## config.mk

```make
export PLATFORM = sky130hd
export DESIGN_NAME = countdown_timer
export DESIGN_NICKNAME = d
export VERILOG_FILES = /design/src/rtl/countdown_timer.sv
export SDC_FILE = /design/constraint.sdc
export NUM_CORES = 1
export LEC_CHECK = 0
export BUFFER_PORTS_ARGS = -buffer_cell sky130_fd_sc_hd__buf_2
export CAP_MARGIN = 20
export CORE_ASPECT_RATIO = 2
export CORE_MARGIN = 4
export CORE_UTILIZATION = 26
export DETAILED_ROUTE_END_ITERATION = 10
export REMOVE_ABC_BUFFERS = 1
export SLEW_MARGIN = 20
export SYNTH_ARGS = -nofsm -noshare
export SYNTH_HDL_FRONTEND = slang
export SYNTH_SLANG_ARGS = --single-unit
```

## constraint.sdc

```tcl
create_clock -name clk -period 6.35 [get_ports clk]
set_input_delay 0.3175 -clock clk [delete_from_list [all_inputs] [get_ports clk]]
set_output_delay 0.3175 -clock clk [all_outputs]
set_load 0.005 [all_outputs]
```

## src/rtl/countdown_timer.sv

```systemverilog
// countdown_timer: BCD MM:SS countdown for the magnetron control path.
// Keypad digits shift in from the right while the magnetron is off. While it
// is on, the time counts down once per TICK_DIV clocks. timer_done tells the
// magnetron logic to drop its latch, and done_pulse/alarm feed the beeper.
module countdown_timer #(
  parameter int TICK_DIV = 50000000
) (
  input  logic       clk,
  input  logic       resetn,
  input  logic       clearn,
  input  logic       enable,
  input  logic       key_valid,
  input  logic [3:0] key_digit,
  output logic [3:0] mm_tens,
  output logic [3:0] mm_ones,
  output logic [3:0] ss_tens,
  output logic [3:0] ss_ones,
  output logic       timer_done,
  output logic       done_pulse,
  output logic       alarm
);

  localparam int PW = $clog2(TICK_DIV);
  localparam logic [PW-1:0] PRE_LAST = PW'(TICK_DIV - 1);
  localparam logic [PW-1:0] PRE_ZERO = PW'(32'd0);
  localparam logic [PW-1:0] PRE_ONE  = PW'(32'd1);

  typedef enum logic [1:0] {
    ST_IDLE     = 2'd0,
    ST_ARMED    = 2'd1,
    ST_RUNNING  = 2'd2,
    ST_FINISHED = 2'd3
  } state_t;

  // Time is held as four packed BCD digits {mm_tens, mm_ones, ss_tens, ss_ones}.
  state_t         state_r;
  state_t         state_s;
  logic [15:0]    time_r;
  logic [15:0]    time_s;
  logic [PW-1:0]  pre_r;
  logic [PW-1:0]  pre_s;
  logic           timer_done_r;
  logic           timer_done_s;
  logic           done_pulse_r;
  logic           done_pulse_s;
  logic           alarm_r;
  logic           alarm_s;

  logic           run_s;
  logic           tick_s;
  logic           key_ok_s;
  logic [15:0]    shifted_s;
  logic [15:0]    dec_s;

  // One-second BCD decrement with borrow from seconds into minutes.
  // Entered seconds may exceed 59, so ss_tens just counts down like any digit.
  function automatic logic [15:0] bcd_dec(input logic [15:0] t);
    logic [15:0] r;
    r = t;
    if (t[3:0] != 4'd0) begin
      r[3:0] = t[3:0] - 4'd1;
    end else if (t[7:4] != 4'd0) begin
      r[7:4] = t[7:4] - 4'd1;
      r[3:0] = 4'd9;
    end else begin
      r[7:0] = 8'h59;
      if (t[11:8] != 4'd0) begin
        r[11:8] = t[11:8] - 4'd1;
      end else begin
        r[11:8]  = 4'd9;
        r[15:12] = t[15:12] - 4'd1;
      end
    end
    return r;
  endfunction

  // Qualify the tick and key events that the next-state logic arbitrates.
  always_comb begin
    run_s     = 1'b0;
    tick_s    = 1'b0;
    key_ok_s  = 1'b0;
    shifted_s = {time_r[11:0], key_digit};
    dec_s     = bcd_dec(time_r);
    // The prescaler runs on any edge where enable is high and there is time
    // left, including the edge that moves ARMED into RUNNING.
    if (enable && (time_r != 16'd0) &&
        ((state_r == ST_ARMED) || (state_r == ST_RUNNING))) begin
      run_s = 1'b1;
    end else begin
      run_s = 1'b0;
    end
    if (run_s && (pre_r == PRE_LAST)) begin
      tick_s = 1'b1;
    end else begin
      tick_s = 1'b0;
    end
    if (key_valid && !enable && (key_digit <= 4'd9)) begin
      key_ok_s = 1'b1;
    end else begin
      key_ok_s = 1'b0;
    end
  end

  // Next state, time and prescaler. Priority is clear, then tick, then key.
  always_comb begin
    state_s      = state_r;
    time_s       = time_r;
    pre_s        = pre_r;
    done_pulse_s = 1'b0;
    if (!clearn) begin
      state_s = ST_IDLE;
      time_s  = 16'd0;
      pre_s   = PRE_ZERO;
    end else if (tick_s) begin
      time_s = dec_s;
      pre_s  = PRE_ZERO;
      if (dec_s == 16'd0) begin
        state_s      = ST_FINISHED;
        done_pulse_s = 1'b1;
      end else begin
        state_s = ST_RUNNING;
      end
    end else if (key_ok_s) begin
      time_s = shifted_s;
      if (shifted_s != 16'd0) begin
        state_s = ST_ARMED;
      end else if (state_r == ST_FINISHED) begin
        // A zero key at 00:00 changes nothing, so the alarm stays up.
        state_s = ST_FINISHED;
        pre_s   = PRE_ZERO;
      end else begin
        state_s = ST_IDLE;
        pre_s   = PRE_ZERO;
      end
    end else begin
      if (run_s) begin
        pre_s = pre_r + PRE_ONE;
      end else begin
        pre_s = pre_r;
      end
      case (state_r)
        ST_IDLE:     state_s = ST_IDLE;
        ST_ARMED:    state_s = enable ? ST_RUNNING : ST_ARMED;
        ST_RUNNING:  state_s = enable ? ST_RUNNING : ST_ARMED;
        ST_FINISHED: state_s = ST_FINISHED;
        default: begin
          state_s = ST_IDLE;
          time_s  = 16'd0;
          pre_s   = PRE_ZERO;
        end
      endcase
    end
  end

  // Status flags follow the next time/state so they land on the same edge.
  always_comb begin
    timer_done_s = 1'b0;
    alarm_s      = 1'b0;
    if (time_s == 16'd0) begin
      timer_done_s = 1'b1;
    end else begin
      timer_done_s = 1'b0;
    end
    if (state_s == ST_FINISHED) begin
      alarm_s = 1'b1;
    end else begin
      alarm_s = 1'b0;
    end
  end

  // State, time, prescaler and output flag registers.
  always_ff @(posedge clk or negedge resetn) begin
    if (!resetn) begin
      state_r      <= ST_IDLE;
      time_r       <= 16'd0;
      pre_r        <= PRE_ZERO;
      timer_done_r <= 1'b1;
      done_pulse_r <= 1'b0;
      alarm_r      <= 1'b0;
    end else begin
      state_r      <= state_s;
      time_r       <= time_s;
      pre_r        <= pre_s;
      timer_done_r <= timer_done_s;
      done_pulse_r <= done_pulse_s;
      alarm_r      <= alarm_s;
    end
  end

  assign mm_tens    = time_r[15:12];
  assign mm_ones    = time_r[11:8];
  assign ss_tens    = time_r[7:4];
  assign ss_ones    = time_r[3:0];
  assign timer_done = timer_done_r;
  assign done_pulse = done_pulse_r;
  assign alarm      = alarm_r;

endmodule

```

==> results.md, run 1 <==
* Synth-to-Final Area Change at 11.0%
* H-tree levels at 2
* Async set or reset register ratio after synthesis at 100%
* Area of the multi-input gates at around 1900 µm²
* Worst setup EP type: register
* RSZ-0062 raised after global routing: no
* Antenna-violating nets left at 0
* Achievable frequency at between 300 and 400 MHz
* Buffer count from post-CTS setup fixing at 0
* Post-cts resize count at 0
* CTS tree: built
* CP Class: reg -> reg
* Clk pwr share at 37.9%
* Yosys warnings at 0
* VDD IR-drop max at ~0.092 mV
* Hold Vio Cnt, Final at 0
* DRC at 0
* Largest net degree at the start of global routing at 48
* Final-report max-slew violation count at 0
* Post-DR wirelength/cell at about 19 µm
* Post-synth top area share at between 30% and 40%
* Hold_buf cts at 0
* Tcrit/Tclk final at roughly 50%
* Clk_lat worst skew at approximately 0.29 ns
* Top-count cell post-synth: dfrtp_1
* Wire length of the first global-routing pass at around 16000 µm
* Routability cong. at just under 1
* Synth unique cells at between 60 and 70
* Die X at 87.7 µm
* Detailed router's first-iteration violation count at 122
* Initial Utilization at a little over a quarter
* Max Root-Sink Buffers at 2
* Primary FF master, synth: dfrtp_1
* Via count at around 3100
* Slowest-stage cell, CP: o221ai_2
* PortBufs at 27
* Chip height at between 150 and 200 µm
* Crit-path cells: inv_1, ha_1, nor3b_4, nand3_4, o221ai_2, nand4_1, nor3_1, xnor2_1, nor2_1
* Post-synth EDFFs at 0
* Row count at 58
* Synth Instances at about 390
* Required time of the critical path at 6.48 ns
* CP startpoint kind: register
* Top post-synthesis cells by count: dfrtp_1, nor2_1, nand2_1
* DP Area at approximately 3500 µm²
* Logic pwr share at about 17%
* Area contributors post-synth: dfrtp_1, o21ai_0, nor2_1
* Dominant cell type by area after synthesis: dfrtp_1
* R2r startpoint: time_r[5]
* Wirelength, routed at 10500 µm
* Seq cells post-synth at 47
* Synthesized cell area at roughly 3300 µm²
* Max Cap Viol at 0
* Die ar. at roughly 15000 µm²
* Critical Path Start: time_r[5]
* Number of diodes at 0
* CP top delay family: simple AND/OR/NAND/NOR gates
* Status: finished clean
* Clock transition at path regs at 0.07 ns
* Sequential Area at around 1200 µm²
* Min-Delay Path Class: in -> async
* Leakage Power at approximately 0.0015 µW
* Final Skew at about 0.013 ns
* Layout cells sized above 1 at roughly an eighth
* GRT overflow at 0
* Count of final setup violators at 0
* Io pins at 28
* Max_slew headroom at a little over two fifths
* Finished Cell Area at 3660 µm²
* Share of power burned in registers at between 40% and 50%
* Final TNS setup at 0 ns
* CP Data Arrival Time at around 3.3 ns
* GRT Total Usage at roughly 15%
* Crit path max fanout at 12
* CTS buffer count at 5
* Register area share after synthesis at between 30 and 40%
* Net switching power at slightly below 200 µW
* Power density cells at ~190 nW/µm²
* Initial antenna violation count at 0
* P_int at approximately 490 µW
* Vias/cell at 5.68
* DP Wirelength at a little under 8000 µm
* Vias in the first global route at about 3000
* Root buffer selected by CTS: clkbuf_16
* Bufs and invs on worst path at 1
* Stages on worst setup path at 9
* Fill cells at 1346
* Sw Share at between 20% and 30%
* Pre-Repair DR Iteration Count at 5
* Synth Area per Inst at 8.55 µm²
* Worst Reg2Reg Path Length in Cells at 9
* Slowest stage delay, CP at 0.54 ns
* Clock sink count at 47
* Actual slew at the worst max-slew pin at roughly 0.87 ns
* NumNets Final at roughly 420
* Period minus WS final at roughly 3.2 ns
* Core area at 12500 µm²
[logic make-up (layout without fill, tap and decap cells)]
| group | count (synthesis) | after routing | synth area share [%] |
|---|---|---|---|
| AOI/OAI and AO/OA | 86 | 86 | 16.8 |
| xor gates and xnor gates | 18 | 18 | 4.78 |
| adders and majority gates | 7 | 7 | 2.65 |
| buffers and inverters | 41 | 58 | 5.80 |
| DFF | 47 | 47 | 35.7 |
| muxes | 5 | 5 | 1.52 |
| and+or+nand+nor | 182 | 182 | 32.8 |
[power groups by stage]
stage | Sequential [µW] | Clock [µW] | Combinational (µW)
6_report | 311 | 259 | 113
5_1_grt | 312 | 275 | 121
4_1_cts | 311 | 266 | 112
3_5_place_dp | 317 | 0 | 111
3_3_place_gp | 317 | 0 | 111
2_1_floorplan | 315 | 0 | 67.0
[layer usage]
| layer | share of wire, % | track usage [%] | up-vias | wire length (µm) |
|---|---|---|---|---|
| met3 | 3.4 | 1.82 | 43 | 355 |
| met4 | 8.1 | 11.2 | 0 | 852 |
| li1 | - | - | 1448 | - |
| met2 | 55 | 26.5 | 109 | 5800 |
| met5 | 0 | 0 | - | 0 |
| met1 | 33 | 14.0 | 1541 | 3510 |
[placed cells by master (no fill, tap or decap), drive strengths merged, types with 9 or more instances in the layout]
cell,Yosys,routed
a21oi,18,18
and3,9,9
buf,11,29
dfrtp,46,46
inv,21,21
nand2,33,33
nand3,23,23
nand4,15,15
nor2,34,34
nor3,13,13
nor4,14,14
o21ai,26,26
or3,9,9
xnor2,13,13
[sequential cells by signal (all words and copies together), names as in the netlist]
name	flops
pre_r	26
time_r	16
alarm	1
timer_done	1
state_r	2
done_pulse	1
[worst reg2reg max path, cell delays in order (launching register included)]
cell      delay, ns
dfrtp_1        0.45
inv_1          0.16
ha_1           0.26
nor3b_4        0.49
nand3_4        0.18
o221ai_2       0.54
nand4_1        0.41
nor3_1         0.34
xnor2_1        0.16
nor2_1         0.05
[worst paths after layout]
| path | slack, ns | endpoint |
|---|---|---|
| setup / recovery | 3.16 | pre_r[25] |
| hold / removal | 0.13 | pre_r[24] |
| setup reg to reg | 3.16 | pre_r[25] |
| hold reg to reg | 0.57 | pre_r[22] |
| max in group asynchronous | 5.78 | time_r[10] |
| min in group clk | 0.47 | time_r[2] |
[through the flow]
step | util, % | power [µW] | hold slack [ns] | setup WS (ns) | std cells
after global placement | 28.2 | 428 | 0.462 | 3.20 | 545
after global routing | 29.3 | 708 | 0.179 | 2.88 | 553
after CTS | 29.3 | 689 | 0.156 | 3.17 | 553
final | 29.3 | 684 | 0.126 | 3.16 | 553
after floorplan | - | 382 | 0.0219 | 3.74 | 366
after detailed placement | 28.2 | 428 | 0.469 | 3.20 | 545
[final cells by class]
| type | count | share of cell area (%) |
|---|---|---|
| clock buffers | 8 | 3.72 |
| flip-flops and latches | 47 | 32.1 |
| inverters | 21 | 2.15 |
| repair buffers | 29 | 4.10 |
| multi-input cells | 298 | 52.8 |
| well taps | 150 | 5.12 |
Power figures use the tool's default switching activity.
==> run 2, diff against run 1 <==
Clock period 6.35 ns to 3.1 ns, I/O delays scaled along.
==> results.md, run 2 (synthesized netlist as in run 1, its figures left out) <==
* Pre-Repair DR Iteration Count at 4 (-1)
* VDD IR-drop max at 0.202 mV (+120%)
* Clock transition at path regs at 0.06 ns (about the same)
* Crit path max fanout at 7 (-5)
* Commonest non-fill, non-tap cell in the layout: dfrtp_1
* Antenna-violating nets left at 0 (unchanged)
* H-tree levels at 2 (unchanged)
* Final Skew at 0.00741 ns (-0.00544 ns)
* Max_slew headroom at 40.0% (-1.7 points)
* Largest registers: pre_r x26, time_r x16, state_r x2
* Tcrit/Tclk final at 93.2% (+43 points)
* Number of diodes at 0 (unchanged)
* Clk_lat worst skew at 0.29 ns (about the same)
* Biggest register: pre_r
* Vias/cell at 5.56 (-2.0%)
* Hold Slack at 0.313 ns (+0.186 ns)
* Actual slew at the worst max-slew pin at 0.897 ns (+0.0218 ns)
* Slowest stage delay, CP at 0.46 ns (-0.08 ns)
* Max Root-Sink Buffers at 2 (unchanged)
* Net switching power at 410 µW (+110%)
* Count of final setup violators at 0 (unchanged)
* Hold Vio Cnt, Final at 0 (unchanged)
* Power density cells at 375 nW/µm² (+100%)
* GRT Total Usage at 14.3% (-0.23 points)
* Largest net degree at the start of global routing at 33 (-31%)
* Clk pwr share at 38.2% (+0.3 points)
* Clock sink count at 47 (unchanged)
* Slowest-stage cell, CP: nor3b_1
* Max Cap Viol at 0 (unchanged)
* Worst Reg2Reg Path Length in Cells at 9 (unchanged)
* CP startpoint kind: register
* CP Data Arrival Time at 3.08 ns (-0.25 ns)
* RSZ-0062 raised after global routing: no
* Via count at 3149 (+0.25%)
* Layout cells sized above 1 at 16.3% (+3.2 points)
* Logic pwr share at 16.8% (+0.2 points)
* Min-Delay Path Class: in -> reg
* PortBufs at 27 (unchanged)
* Chip height at 167 µm (unchanged)
* Final TNS setup at 0 ns (unchanged)
* Detailed router's first-iteration violation count at 184 (+51%)
* Placed Cells at 557 (+2.2%)
* Worst setup EP type: register
* Commonest cells after routing, fill and taps aside: dfrtp_1, nor2_1, nand2_1
* Initial antenna violation count at 0 (unchanged)
* Initial Utilization at 26.4% (unchanged)
* Achievable frequency at 346 MHz (+11%)
* Met3 Wirelength at 332 µm (-6.5%)
* Required time of the critical path at 3.30 ns (-3.18 ns)
* Hold path depth at 3
* DRC at 0 (unchanged)
* Sw Share at 29.0% (+0.26 points)
* Die X at 87.7 µm (unchanged)
* Core area at 12500 µm² (unchanged)
* Post-DR wirelength/cell at 18.1 µm (-5.1%)
* Top sig layer: met4
* Post-route insts no fill at 566 (+2.4%)
* Buffer count from post-CTS setup fixing at 0 (unchanged)
* CTS buffer count at 5 (unchanged)
* Leakage Power at 0.00156 µW (+4.8%)
* Io pins at 28 (unchanged)
* Final-report max-slew violation count at 0 (unchanged)
* Share of power burned in registers at 45.0% (-0.5 points)
* Post-cts resize count at 0 (unchanged)
* Row count at 58 (unchanged)
* Vias in the first global route at 3137 (+1.6%)
* CTS tree: built
* Crit-path cells: inv_1, ha_1, nor3b_1, nand4_2, nand4_1, a21boi_0, a211oi_1, nand4b_1, nor4_2
* NumNets Final at 431 (+3.1%)
* Hold_buf cts at 1 (+1)
* CP Class: reg -> reg
* DP Wirelength at 7780 µm (-1.2%)
* Synth-to-Final Area Change at 14.1%
* Die ar. at 14700 µm² (unchanged)
* Status: finished clean
* M1 WL at 3490 µm (-0.63%)
* Wirelength, routed at 10200 µm (-2.9%)
* Largest register FFs at 26 (unchanged)
* Met2 WL at 5900 µm (+1.8%)
* Period minus WS final at 2.89 ns (-0.304 ns)
* GRT overflow at 0 (unchanged)
* Root buffer selected by CTS: clkbuf_16
* P_int at 1000 µW (+110%)
* Routability cong. at 0.943 (-3.7%)
* Wire length of the first global-routing pass at 16300 µm (-0.67%)
## run 2: cell types whose count changed in the layout (fill, tap and decap cells not counted)
| cell | change |
|---|---|
| buf_4 | +12 |
| clkinv_2 | +3 |
| clkbuf_1 | -3 |
| dlygate4sd3_1 | +1 |
## run 2: cell type report
class | count | area (µm²)
Fill cell | 1361 | 8720
Multi-Input combinational cell | 298 | 1930
Sequential cell | 47 | 1180
Timing Repair Buffer | 42 | 250
Tap cell | 150 | 188
Clock buffer | 5 | 125
Inverter | 21 | 78.8
Clock inverter | 3 | 15.0
## run 2: worst paths after layout
check,start,end,slack (ns)
worst max-delay path,time_r[13],timer_done,0.21
worst min-delay path,key_digit[0],time_r[0],0.31
worst max register to register,time_r[13],timer_done,0.21
worst min register to register,pre_r[15],pre_r[15],0.57
max in group asynchronous,resetn,timer_done,1.86
min in group asynchronous,resetn,time_r[7],0.42
## run 2: worst max-delay path: cells and delay by family, from the launching register on
family	cells	cell delay (ns)
buffers and inverters	1	0.19
adder cells (fa/ha/maj)	1	0.18
AO/OA/AOI/OAI	2	0.55
AND/OR/NAND/NOR	5	1.47
flip-flops	1	0.42
## run 2: metal layers
layer | global-route usage, % | up-vias
li1 | - | 1473
met3 | 2.17 | 30
met2 | 26.6 | 86
met4 | 8.82 | 0
met5 | 0 | -
met1 | 14.1 | 1560
## run 2: power by group through the flow
stage          Combinational, µW  Clock [µW]  Sequential (µW)
2_1_floorplan                137           0              646
3_3_place_gp                 233           0              649
3_5_place_dp                 235           0              649
4_1_cts                      236         549              637
5_1_grt                      258         568              637
6_report                     237         539              637
## run 2: metrics by stage
step / worst slack, ns / instance area [µm²] / power, µW / util [%]
2_1_floorplan: 0.488 / 3190 / 783 / -
3_3_place_gp: 0.267 / 3620 / 881 / 29.0
3_5_place_dp: 0.222 / 3620 / 883 / 29.0
4_1_cts: 0.189 / 3770 / 1420 / 30.2
5_1_grt: 0.0670 / 3770 / 1460 / 30.2
6_report: 0.212 / 3770 / 1410 / 30.2
==> run 3, diff against run 2 <==
Settings changed: CTS_BUF_LIST from default to sky130_fd_sc_hd__clkbuf_8.
==> results.md, run 3 (synthesized netlist as in run 1, its figures left out) <==
* Placed Cells at 557 (unchanged)
* Routability cong. at 0.943 (unchanged)
* Worst setup EP type: register
* Largest register FFs at 26 (unchanged)
* Wire length of the first global-routing pass at 16200 µm (-0.26%)
* Hold Slack at 0.295 ns (-0.0179 ns)
* GRT overflow at 0 (unchanged)
* Clk_lat worst skew at 0.31 ns (+0.02 ns)
* Layout cells sized above 1 at 16.3% (unchanged)
* Final Skew at 0.00988 ns (+0.00248 ns)
* Synth-to-Final Area Change at 12.4%
* Core area at 12500 µm² (unchanged)
* Power density cells at 338 nW/µm² (-9.9%)
* Fill cells at 1370 (+0.66%)
* Vias/cell at 5.59 (+0.51%)
* Largest net degree at the start of global routing at 33 (unchanged)
* NumNets Final at 431 (unchanged)
* Count of final setup violators at 0 (unchanged)
* Max_slew headroom at 44.1% (+4.1 points)
* Actual slew at the worst max-slew pin at 0.835 ns (-0.0615 ns)
* Clock transition at path regs at 0.09 ns (+0.03 ns)
* Max Root-Sink Buffers at 2 (unchanged)
* Chip height at 167 µm (unchanged)
* Via count at 3165 (+0.51%)
* Post-route insts no fill at 566 (unchanged)
* Final-report max-slew violation count at 0 (unchanged)
* Hold Vio Cnt, Final at 0 (unchanged)
* Wirelength, routed at 10200 µm (-0.33%)
* Crit path max fanout at 7 (unchanged)
* Vias in the first global route at 3146 (+0.29%)
* CP Class: reg -> reg
* Io pins at 28 (unchanged)
* Largest registers: pre_r x26, time_r x16, state_r x2
* Number of diodes at 0 (unchanged)
* Status: finished clean
* Row count at 58 (unchanged)
* Buffer count from post-CTS setup fixing at 0 (unchanged)
* CTS tree: built
* Die ar. at 14700 µm² (unchanged)
* Die X at 87.7 µm (unchanged)
* H-tree levels at 2 (unchanged)
* Detailed router's first-iteration violation count at 174 (-5.4%)
* Achievable frequency at 342 MHz (-1.3%)
* DRC at 0 (unchanged)
* DP Wirelength at 7780 µm (unchanged)
* Root buffer selected by CTS: clkbuf_8
* Commonest non-fill, non-tap cell in the layout: dfrtp_1
* GRT Total Usage at 14.3% (-0.058 points)
* Design Power at 1250 µW (-11%)
* RSZ-0062 raised after global routing: no
* Initial antenna violation count at 0 (unchanged)
* Required time of the critical path at 3.32 ns (+0.02 ns)
* VDD IR-drop max at 0.163 mV (-19%)
* CTS buffer count at 5 (unchanged)
* Final TNS setup at 0 ns (unchanged)
* Tcrit/Tclk final at 94.4% (+1.2 points)
* CP Data Arrival Time at 3.14 ns (+0.06 ns)
* Initial Utilization at 26.4% (unchanged)
* Biggest register: pre_r
* PortBufs at 27 (unchanged)
* Min-Delay Path Class: in -> reg
* Leakage Power at 0.00153 µW (-1.6%)
* Max Cap Viol at 0 (unchanged)
* CP startpoint kind: register
* Antenna-violating nets left at 0 (unchanged)
* Period minus WS final at 2.93 ns (+0.0374 ns)
* Pre-Repair DR Iteration Count at 4 (unchanged)
* Post-DR wirelength/cell at 18.0 µm (-0.33%)
* Clock sink count at 47 (unchanged)
* Commonest cells after routing, fill and taps aside: dfrtp_1, nor2_1, nand2_1
-- run 3: cell count changes in the layout (fill, tap and decap cells not counted) --
cell / change
clkbuf_8: +5
clkbuf_16: -5
-- run 3: per-stage QoR --
step | setup WS [ns] | cell area (µm²) | utilization [%]
after floorplan | 0.488 | 3190 | -
after global placement | 0.267 | 3620 | 29.0
after detailed placement | 0.222 | 3620 | 29.0
after CTS | 0.183 | 3710 | 29.7
after global routing | 0.0606 | 3710 | 29.7
final | 0.174 | 3710 | 29.7
-- run 3: worst paths after layout --
path | start | to | slack [ns] | depth (start not counted)
worst max-delay path | time_r[13] | timer_done | 0.17 | 9
worst min-delay path | key_digit[0] | time_r[0] | 0.29 | 3
worst max register to register | time_r[13] | timer_done | 0.17 | 9
worst min register to register | pre_r[15] | pre_r[15] | 0.57 | 2
max in group asynchronous | resetn | timer_done | 1.88 | 3
min in group asynchronous | resetn | time_r[7] | 0.39 | 2
-- run 3: area by class of cell --
class | instances | area (µm²) | share of cell area, %
Clock inverter | 3 | 15.0 | 0.405
Timing Repair Buffer | 42 | 250 | 6.75
Inverter | 21 | 78.8 | 2.12
Tap cell | 150 | 188 | 5.06
Multi-Input combinational cell | 298 | 1930 | 52.1
Clock buffer | 5 | 68.8 | 1.85
Sequential cell | 47 | 1180 | 31.7
-- run 3: power breakdown --
part           switching (µW)  internal [µW]  total, µW  leakage [µW]
logic                     153           85.2        238      0.000832
registers                13.4            623        636      0.000651
clock network             226            155        381     0.0000477
-- run 3: per-layer routing --
metal / part of all wire (%) / track usage (%)
met1: 34 / 14.1
met2: 56 / 26.1
met3: 3.4 / 2.12
met4: 6.0 / 9.49
met5: 0 / 0
-- run 3: repair_timing --
| action | 4_1_cts | 5_1_grt |
|---|---|---|
| gates resized for setup | 0 | 0 |
| hold buffers | 1 | 0 |
| hold endpoints to repair | 26 | 0 |
-- run 3: worst max-delay path: stages (launching register included) --
cell and delay (ns):
dfrtp_1 0.43, inv_1 0.20, ha_1 0.18, nor3b_1 0.46, nand4_2 0.20, nand4_1 0.37
a21boi_0 0.27, a211oi_1 0.30, nand4b_1 0.17, nor4_2 0.26
